### config.mk
export PLATFORM = sky130hd
export DESIGN_NAME = pg_port_rst_seq
export DESIGN_NICKNAME = d
export VERILOG_FILES = /design/src/rtl/pg_port_rst_pkg.sv /design/src/rtl/pg_port_rst_fsm.sv /design/src/rtl/pg_port_rst_seq.sv
export SDC_FILE = /design/constraint.sdc
export NUM_CORES = 1
export LEC_CHECK = 0
export CAP_MARGIN = 10
export CORE_AREA = 5 5 93 95
export CTS_CLUSTER_DIAMETER = 60
export CTS_CLUSTER_SIZE = 25
export DETAILED_ROUTE_END_ITERATION = 7
export DIE_AREA = 0 0 98 100
export GPL_TIMING_DRIVEN = 0
export PLACE_DENSITY = 0.75
export SLEW_MARGIN = 20
export SYNTH_ARGS = -nofsm -noshare
export SYNTH_HDL_FRONTEND = slang
export SYNTH_SLANG_ARGS = --single-unit
export TNS_END_PERCENT = 100
### constraint.sdc
create_clock -name clk -period 2.5 [get_ports clk]
set_input_delay 0.375 -clock clk [delete_from_list [all_inputs] [get_ports clk]]
set_output_delay 0.375 -clock clk [all_outputs]
set_load 0.05 [all_outputs]
### src/rtl/pg_port_rst_pkg.sv
// rtl/pg_port_rst_pkg.sv - shared types and helpers for the port reset sequencer
//
// Purpose: per-port sequencer state encoding and the counter width helper.
// Ports:   none (package).
package pg_port_rst_pkg;

  typedef enum logic [1:0] {
    RUN      = 2'd0,
    DRAIN    = 2'd1,
    HOLD     = 2'd2,
    WAIT_REL = 2'd3
  } t_pg_port_rst_state;

  // Width of the shared per-port counter: it must be able to reach the larger
  // of the drain budget and the reset hold length.
  function automatic int pg_rst_cnt_w(input int timeout, input int min_rst);
    int m;
    m = (timeout > min_rst) ? timeout : min_rst;
    return $clog2(m + 1);
  endfunction

endpackage

### src/rtl/pg_port_rst_fsm.sv
// rtl/pg_port_rst_fsm.sv - single-port quiesce/drain/hold/release sequencer
//
// Purpose: sequences one PR-slot port through RUN -> DRAIN -> HOLD -> WAIT_REL
//          and back to RUN, with a shared saturating counter and a sticky
//          drain timeout flag.
// Ports:
//   clk            system clock
//   rst_n          asynchronous active-low reset (restarts the power-up sequence)
//   i_req          effective reset request for this port (level)
//   i_drain_done   port has no outstanding traffic (level)
//   i_err_clr      clears the sticky timeout flag
//   o_port_rst_n   active-low reset to the port
//   o_port_quiesce block new requests from the port
//   o_rst_done     one-cycle pulse on completion of a requested sequence
//   o_timeout_err  sticky; drain phase timed out
//   o_busy         port is not in RUN
module pg_port_rst_fsm
  import pg_port_rst_pkg::*;
#(
  parameter int MIN_RST_CYCLES = 16,
  parameter int DRAIN_TIMEOUT  = 1024
) (
  input  logic clk,
  input  logic rst_n,
  input  logic i_req,
  input  logic i_drain_done,
  input  logic i_err_clr,
  output logic o_port_rst_n,
  output logic o_port_quiesce,
  output logic o_rst_done,
  output logic o_timeout_err,
  output logic o_busy
);

  localparam int CNT_W = pg_rst_cnt_w(DRAIN_TIMEOUT, MIN_RST_CYCLES);
  localparam logic [CNT_W-1:0] HOLD_LAST  = CNT_W'(MIN_RST_CYCLES - 1);
  localparam logic [CNT_W-1:0] DRAIN_LAST = CNT_W'((DRAIN_TIMEOUT > 0) ? DRAIN_TIMEOUT - 1 : 0);
  localparam logic [CNT_W-1:0] CNT_MAX    = '1;

  t_pg_port_rst_state state;
  logic [CNT_W-1:0]   cnt;
  // Set by rst_n so the first trip through WAIT_REL releases without an ack.
  logic               pwr_up;

  always_ff @(posedge clk or negedge rst_n) begin
    if (!rst_n) begin
      state          <= HOLD;
      cnt            <= '0;
      pwr_up         <= 1'b1;
      o_port_rst_n   <= 1'b0;
      o_port_quiesce <= 1'b1;
      o_rst_done     <= 1'b0;
      o_timeout_err  <= 1'b0;
    end else begin
      o_rst_done <= 1'b0;
      if (cnt != CNT_MAX) begin
        cnt <= cnt + 1'b1;
      end
      // A timeout set later in this block overrides the clear.
      if (i_err_clr) begin
        o_timeout_err <= 1'b0;
      end

      unique case (state)
        RUN: begin
          if (i_req) begin
            cnt            <= '0;
            o_port_quiesce <= 1'b1;
            if (DRAIN_TIMEOUT == 0) begin
              state        <= HOLD;
              o_port_rst_n <= 1'b0;
            end else begin
              state <= DRAIN;
            end
          end
        end
        DRAIN: begin
          // Drain-done takes priority: a port that drained on the last
          // allowed cycle did not time out.
          if (i_drain_done) begin
            state        <= HOLD;
            cnt          <= '0;
            o_port_rst_n <= 1'b0;
          end else if (cnt == DRAIN_LAST) begin
            state         <= HOLD;
            cnt           <= '0;
            o_port_rst_n  <= 1'b0;
            o_timeout_err <= 1'b1;
          end
        end
        HOLD: begin
          if (cnt == HOLD_LAST) begin
            state <= WAIT_REL;
            cnt   <= '0;
          end
        end
        WAIT_REL: begin
          if (!i_req) begin
            state          <= RUN;
            cnt            <= '0;
            o_port_rst_n   <= 1'b1;
            o_port_quiesce <= 1'b0;
            o_rst_done     <= ~pwr_up;
            pwr_up         <= 1'b0;
          end
        end
        default: begin
          state <= HOLD;
          cnt   <= '0;
        end
      endcase
    end
  end

  assign o_busy = (state != RUN);

endmodule

### src/rtl/pg_port_rst_seq.sv
// rtl/pg_port_rst_seq.sv - per-port reset sequencer for the port gasket
//
// Purpose: one independent reset sequence per PR-slot port; a shared request
//          resets every port together.
// Ports:
//   clk             system clock
//   rst_n           asynchronous active-low reset
//   i_sys_rst_req   request reset of all ports (level)
//   i_port_rst_req  per-port reset request (level)
//   i_drain_done    per-port no-outstanding-traffic indication
//   i_err_clr       clears all timeout flags
//   o_port_rst_n    per-port active-low reset
//   o_port_quiesce  per-port request block
//   o_rst_done      per-port completion pulse
//   o_timeout_err   per-port sticky drain timeout flag
//   o_busy          any port not in RUN
module pg_port_rst_seq #(
  parameter int NUM_PORTS      = 4,
  parameter int MIN_RST_CYCLES = 16,
  parameter int DRAIN_TIMEOUT  = 1024
) (
  input  logic                 clk,
  input  logic                 rst_n,
  input  logic                 i_sys_rst_req,
  input  logic [NUM_PORTS-1:0] i_port_rst_req,
  input  logic [NUM_PORTS-1:0] i_drain_done,
  input  logic                 i_err_clr,
  output logic [NUM_PORTS-1:0] o_port_rst_n,
  output logic [NUM_PORTS-1:0] o_port_quiesce,
  output logic [NUM_PORTS-1:0] o_rst_done,
  output logic [NUM_PORTS-1:0] o_timeout_err,
  output logic                 o_busy
);

  logic [NUM_PORTS-1:0] req;
  logic [NUM_PORTS-1:0] port_busy;

  assign req = i_port_rst_req | {NUM_PORTS{i_sys_rst_req}};

  for (genvar p = 0; p < NUM_PORTS; p++) begin : g_port
    pg_port_rst_fsm #(
      .MIN_RST_CYCLES (MIN_RST_CYCLES),
      .DRAIN_TIMEOUT  (DRAIN_TIMEOUT)
    ) u_fsm (
      .clk            (clk),
      .rst_n          (rst_n),
      .i_req          (req[p]),
      .i_drain_done   (i_drain_done[p]),
      .i_err_clr      (i_err_clr),
      .o_port_rst_n   (o_port_rst_n[p]),
      .o_port_quiesce (o_port_quiesce[p]),
      .o_rst_done     (o_rst_done[p]),
      .o_timeout_err  (o_timeout_err[p]),
      .o_busy         (port_busy[p])
    );
  end

  assign o_busy = |port_busy;

endmodule

* Yosys cells after proc, flatten, opt, wreduce, memory -nomap -nowiden
Index checks and enable logic that the tools add are counted.
** Storage, ports and cells
- Word-level logic and storage cells :: 218
- Output and inout port bits :: 17
- Flip-flop bits (word level) :: 72
** Operators by class
- Bitwise logic cells :: 9
- Muxes and demuxes :: 104
- Reduce and logical (&&, ||, !) cells :: 33
- $add $sub $neg :: 4
- Equal/unequal tests :: 40
** Operators with widths (number)
- $mux 11 :: 24
- $pmux 11 s4 :: 4
- $add 11x1->11 const B :: 4
- $eq 11x10->1 const B :: 4
- $eq 11x4->1 const B :: 4
- $mux 1 :: 44
- $ne 11x11->1 const B :: 4
- $mux 2 :: 20
- $pmux 2 s4 :: 4
- $reduce_and 3->1 :: 8
- $reduce_bool 2->1 :: 12
- $eq 2x2->1 const B :: 8
- $ne 2x2->1 const B :: 8
- $pmux 1 s2 :: 8
- $reduce_and 4->1 :: 4
- $ne 3x2->1 const B :: 4
- $eq 2x1->1 const B :: 4
- $logic_not 2->1 :: 4
- $ne 2x1->1 const B :: 4
- $not 1->1 :: 8
- $reduce_and 2->1 :: 4
- $or 4x4->4 :: 1
- $reduce_or 4->1 :: 1

* Depth between registers and ports, before layout
- Word-level depth :: 5
- Mapped depth :: 7

* Cells and area by module
Synthesis repeated with hierarchy kept, for this count alone.
** Second synthesis, totals
- Cell total of the unflattened synthesis :: 412
- Area, all modules :: 4111.4 µm²
** Modules (own cells, without submodules)
- pg_port_rst_fsm (g_port[0].u_fsm ...) :: times used 3, cells each 101, area an instance 1027.2 µm², sequential area each 454.2 µm²
- pg_port_rst_fsm (g_port[3].u_fsm) :: times used 1, cells each 104, area an instance 997.2 µm², sequential area each 454.2 µm²
- pg_port_rst_seq :: times used 1, cells each 5, area an instance 32.5 µm², sequential area each 0.0 µm²

* Worst setup path after synthesis
Ideal clock, no wire load.
- Path kind :: register -> register
- Start :: register g_port[2].u_fsm.cnt[0]
- End :: register g_port[2].u_fsm.state[1]
- Stages on the path, launching flop included :: 6
- Path buffers :: 0
- Period minus slack after synthesis :: 1963 ps
- Path slack :: 537 ps
- Data arrival time :: 1881 ps
- Path through :: dfrtp_1 > ha_1 > nand3_1 > or4_4 > a211o_2 > mux2_4
** On the way
- Cells in the longest elaborated chain, start to end :: 3
- Elaborated cells on any way between the ends :: 5
- Those cells by class :: eq/ne: 4; reduce/logical: 1
** Ends and longest elaborated chain
- start: declaration :: RTL line pg_port_rst_fsm.sv:41 : logic [CNT_W-1:0] cnt;
- start signal: assignment :: RTL line pg_port_rst_fsm.sv:57 : cnt <= cnt + 1'b1;
- $eq 11x10->1 or $eq 11x4->1 (tied branches) :: RTL line pg_port_rst_fsm.sv:84, pg_port_rst_fsm.sv:92
- $ne 3x2->1 (no source line) or $ne 2x1->1 (tied branches)
- $reduce_and 4->1 (no source line) (*)
- end signal: assignment :: RTL line pg_port_rst_fsm.sv:81 : state <= HOLD;
- end signal: assignment :: RTL line pg_port_rst_fsm.sv:85 : state <= HOLD;
- end signal: assignment :: RTL line pg_port_rst_fsm.sv:93 : state <= WAIT_REL;
- end: declaration :: RTL line pg_port_rst_fsm.sv:40 : t_pg_port_rst_state state;
Mark *: on every way between the ends. The rest lies on a longest branch, timed or not.
A chain may end at the register's enable or synchronous reset.

* Worst setup path after layout
- Start :: register g_port[1].u_fsm.state[1]
- End :: output o_busy
** On the way
- Cells in the longest elaborated chain, start to end :: 2
** Ends and longest elaborated chain
- start: declaration :: RTL line pg_port_rst_fsm.sv:40
- start signal: assignment :: RTL line pg_port_rst_fsm.sv:47 : state <= HOLD;
- start signal: assignment :: RTL line pg_port_rst_fsm.sv:70 : state <= HOLD;
- start signal: assignment :: RTL line pg_port_rst_fsm.sv:73 : state <= DRAIN;
- $reduce_bool 2->1 :: RTL line pg_port_rst_fsm.sv:115 : assign o_busy = (state != RUN);
- $reduce_or 4->1 :: RTL line pg_port_rst_seq.sv:58 : assign o_busy = |port_busy;
- end: declaration :: RTL line pg_port_rst_seq.sv:32 : output logic o_busy
Every way passes these cells.

==> impl_metrics.env <==
export IMPL_run_status="finished clean"
export IMPL_nFillCells=636
export IMPL_timing_final_crit_period_ns=2.27
export IMPL_initial_core_util_pct=55.1
export IMPL_slew_headroom_pct=44.2
export IMPL_dp_hpwl_um=6140
export IMPL_powerDensity_nw_per_um2=947
export IMPL_path_depth=4
export IMPL_crit_path_top_delay_cell="sky130_fd_sc_hd__dfstp_2"
export IMPL_worstPathCellList="inv_1 > ha_1 > nand4_1 > dlygate4sd2_1"
export IMPL_cts_buffers_inserted=9
export IMPL_seq_power_share_pct=34.5
export IMPL_critical_path_reg2reg_endpoint="g_port[2].u_fsm.cnt[8]"
export IMPL_wirelength_um=8530
export IMPL_worst_hold_endpoint="g_port[3].u_fsm.o_port_quiesce"
export IMPL_critical_path_top_delay_family="buffers and inverters"
export IMPL_postSynth_asyncResetShare_pct=100
export IMPL_die_width_um=98
export IMPL_p_switching_mw=1.75
export IMPL_hp_start="g_port[3].u_fsm.o_port_quiesce"
export IMPL_clock_sink_count=72
export IMPL_layout_commonest_cell="sky130_fd_sc_hd__dfrtp_1"
export IMPL_gr_usage_met3_pct=3.27
export IMPL_most_frequently_used_flop_master_after_synthesis="sky130_fd_sc_hd__dfrtp_1"
export IMPL_route_antenna_remaining_nets=0
export IMPL_synthesized_netlist_net_count=477
export IMPL_switching_share_of_total_power_pct=37.9
export IMPL_design_die_area_um2=9800
export IMPL_leakage_nw=2.10
export IMPL_cts_max_level=3
export IMPL_rows=32
export IMPL_mostFrequentLayoutCells="60 x sky130_fd_sc_hd__dfrtp_1, 47 x sky130_fd_sc_hd__nor2_1, 27 x sky130_fd_sc_hd__nor3_1, 27 x sky130_fd_sc_hd__nand2_1, 25 x sky130_fd_sc_hd__clkdlybuf4s50_1"
export IMPL_worst_path_arrival_time_ns=1.89
export IMPL_design_portCount=29
export IMPL_synth_edff_count=0
export IMPL_clkLatencyLatePin_ns=0.34
export IMPL_path_buf_inv=2
export IMPL_timing_fmax_mhz=441
export IMPL_finalWeightedCongestion=0.853
export IMPL_min_path_type="flip-flop to flip-flop"
export IMPL_met1_track_demand_over_resource_in_global_routing_pct=23.5
export IMPL_critical_path_endpoint_type="primary output"
export IMPL_path_class="flip-flop to primary output"
export IMPL_min_delay_path_depth=2
export IMPL_yosys_cell_types_count=56
export IMPL_cts_tree="built"
export IMPL_route_detailed_wl_per_inst_um=14.5
export IMPL_postSynthAreaPerCell_um2=9.54
export IMPL_ys_warnings_count=0
export IMPL_initial_antenna_violation_count=0
export IMPL_final_max_slew_violation_count=0
export IMPL_ys_seq_elements=72
export IMPL_final_hold_viol_count=0
export IMPL_share_comb_of_total_power_pct=41.2
export IMPL_rr_startpoint="g_port[2].u_fsm.cnt[0]"
export IMPL_number_of_global_route_vias_before_repair=3303
export IMPL_startpoint_type="flip-flop"
export IMPL_r2r_slack_ns=0.26
export IMPL_clkTransAtPathRegs_ns=0.08
export IMPL_fraction_of_layout_instances_using_a_drive_strength_above_1_pct=13.8
export IMPL_core_area_um2=7650
export IMPL_grt_pass1_wl_um=14900
export IMPL_synth_cells=442
export IMPL_portbufs=27
export IMPL_grt_overflow=0
export IMPL_max_cap_violations=0
export IMPL_cell_internal_pwr_mw=2.87
export IMPL_final_period_utilization_pct=90.7
export IMPL_cts_path_max_buffers=2
export IMPL_crit_path_start="g_port[1].u_fsm.state[1]"
export IMPL_detailedRoute_firstIterationViolations=66
export IMPL_final_net_count=517
export IMPL_finalCoreUtilization_pct=63.8
export IMPL_grt_setup_unrepaired="false"
export IMPL_cp_required_ns=2.12
export IMPL_first_pass_iters=4
export IMPL_cp_max_fo=4
export IMPL_fp_dieH_um=100
export IMPL_antenna_diode_count=0
export IMPL_worst_case_reg_to_reg_path_depth=5
export IMPL_clkPwrFrac_pct=24.3
export IMPL_drt_drc_violations_left=0
export IMPL_clock_skew_ns=0.00549
export IMPL_worst_path_largest_cell_delay_ns=0.56
export IMPL_tightest_slew_ns=0.832
export IMPL_seq_area_frac_synth_pct=43.1
export IMPL_timing_final_ws_setup_ns=0.232
export IMPL_grt_max_degree=38
export IMPL_syn2layout_area_growth_pct=15.8
export IMPL_vdd_ir_drop_max_v=0.000560
export IMPL_place_worst_setup_slack_ns=0.162
export IMPL_grt_util_all_layers_pct=18.4
export IMPL_grtUsageMet2_pct=31.0
export IMPL_route_vias_total=3379
export IMPL_mappedNetlistArea_um2=4220
export IMPL_top_usage_layer="met2"
export IMPL_detail_route_vias_per_cell=5.74
export IMPL_cts_root_buf="sky130_fd_sc_hd__clkbuf_8"
export IMPL_count_of_final_setup_violators=0
==> power groups by stage <==
stage                     logic, mW  registers [mW]  clock network [mW]
final                          1.90            1.59                1.12
after global placement         1.84            1.60                   0
after detailed placement       1.92            1.62                   0
after floorplan                1.46            1.57                   0
after global routing           2.10            1.63                1.21
after CTS                      1.93            1.59                1.15
==> worst max path at each step <==
| stage | end |
|---|---|
| final | o_busy |
| after global routing | g_port[2].u_fsm.cnt[1] |
| after CTS | o_busy |
| after detailed placement | g_port[1].u_fsm.cnt[2] |
| after global placement | g_port[2].u_fsm.cnt[5] |
| after floorplan | g_port[2].u_fsm.state[1] |
==> stage by stage <==
step | cell area [um^2] | total power [mW] | hold WS [ns] | setup TNS (ns) | instances
after floorplan | 4220 | 3.03 | 0.0794 | 0 | 442
after global placement | 4610 | 3.45 | 0.459 | -87.51 | 571
after detailed placement | 4630 | 3.53 | 0.371 | 0 | 572
after CTS | 4880 | 4.68 | 0.480 | 0 | 589
after global routing | 4880 | 4.94 | 0.506 | 0 | 589
final | 4880 | 4.62 | 0.475 | 0 | 589
==> what timing repair did <==
action                                  CTS  global route
buffers inserted                          0             0
gates resized for setup                   1             0
endpoints found under the setup margin    1             0
endpoints found under the hold margin    26             0
hold buffers                              1             0
==> synthesized netlist by cell type (all sizes together) (8+ instances only) <==
cell type / count / area (um^2)
a211oi: 15 / 123
a21oi: 10 / 50.1
a31oi: 8 / 50.1
and3: 9 / 56.3
buf: 18 / 136
dfrtp: 60 / 1500
dfstp: 12 / 315
ha: 23 / 288
inv: 24 / 90.1
mux2i: 13 / 130
nand2: 27 / 101
nand3: 20 / 100
nand4: 10 / 92.6
nor2: 47 / 176
nor3: 27 / 135
nor4: 11 / 75.1
o21ai: 19 / 95.1
o31ai: 9 / 77.6
==> worst min-delay path, delay by kind of cell (launching register included) <==
| kind | cells | cell delay, ns |
|---|---|---|
| and+or+nand+nor | 2 | 0.10 |
| DFF | 1 | 0.38 |
==> cell families (layout without fill, tap and decap cells) <==
group,count (synthesis),count (layout),share of synthesized area (%)
muxes,19,19,4.78
and+or+nand+nor,184,184,22.9
DFF,72,72,43.1
adders and majority gates,23,23,6.83
xor gates and xnor gates,13,13,2.70
buffers and inverters,49,94,6.00
AOI/OAI and AO/OA,82,82,13.7
==> state kept, by name, indices dropped and copies added (netlist names) <==
name / cells
g_port.u_fsm.state: 8
g_port.u_fsm.o_port_quiesce: 4
g_port.u_fsm.o_port_rst_n: 4
g_port.u_fsm.o_rst_done: 4
g_port.u_fsm.pwr_up: 4
g_port.u_fsm.o_timeout_err: 4
g_port.u_fsm.cnt: 44
==> cell type report <==
type                            instances  area [um^2]  area share (%)
Sequential cell                        72         1820            37.2
Clock inverter                          7          118            2.41
Multi-Input combinational cell        321         2150            44.0
Buffer                                 25          163            3.33
Timing Repair Buffer                   29          297            6.08
Tap cell                              102          128            2.61
Inverter                               24         90.1            1.85
Clock buffer                            9          124            2.54
==> metal layers <==
metal | routed length, um | vias up | part of all wire [%]
met3 | 259 | 12 | 3.0
met2 | 4120 | 52 | 48
met1 | 4010 | 1635 | 47
li1 | - | 1680 | -
met4 | 144 | 0 | 1.7
met5 | 0 | - | 0
(Power assumes the default switching activity.)
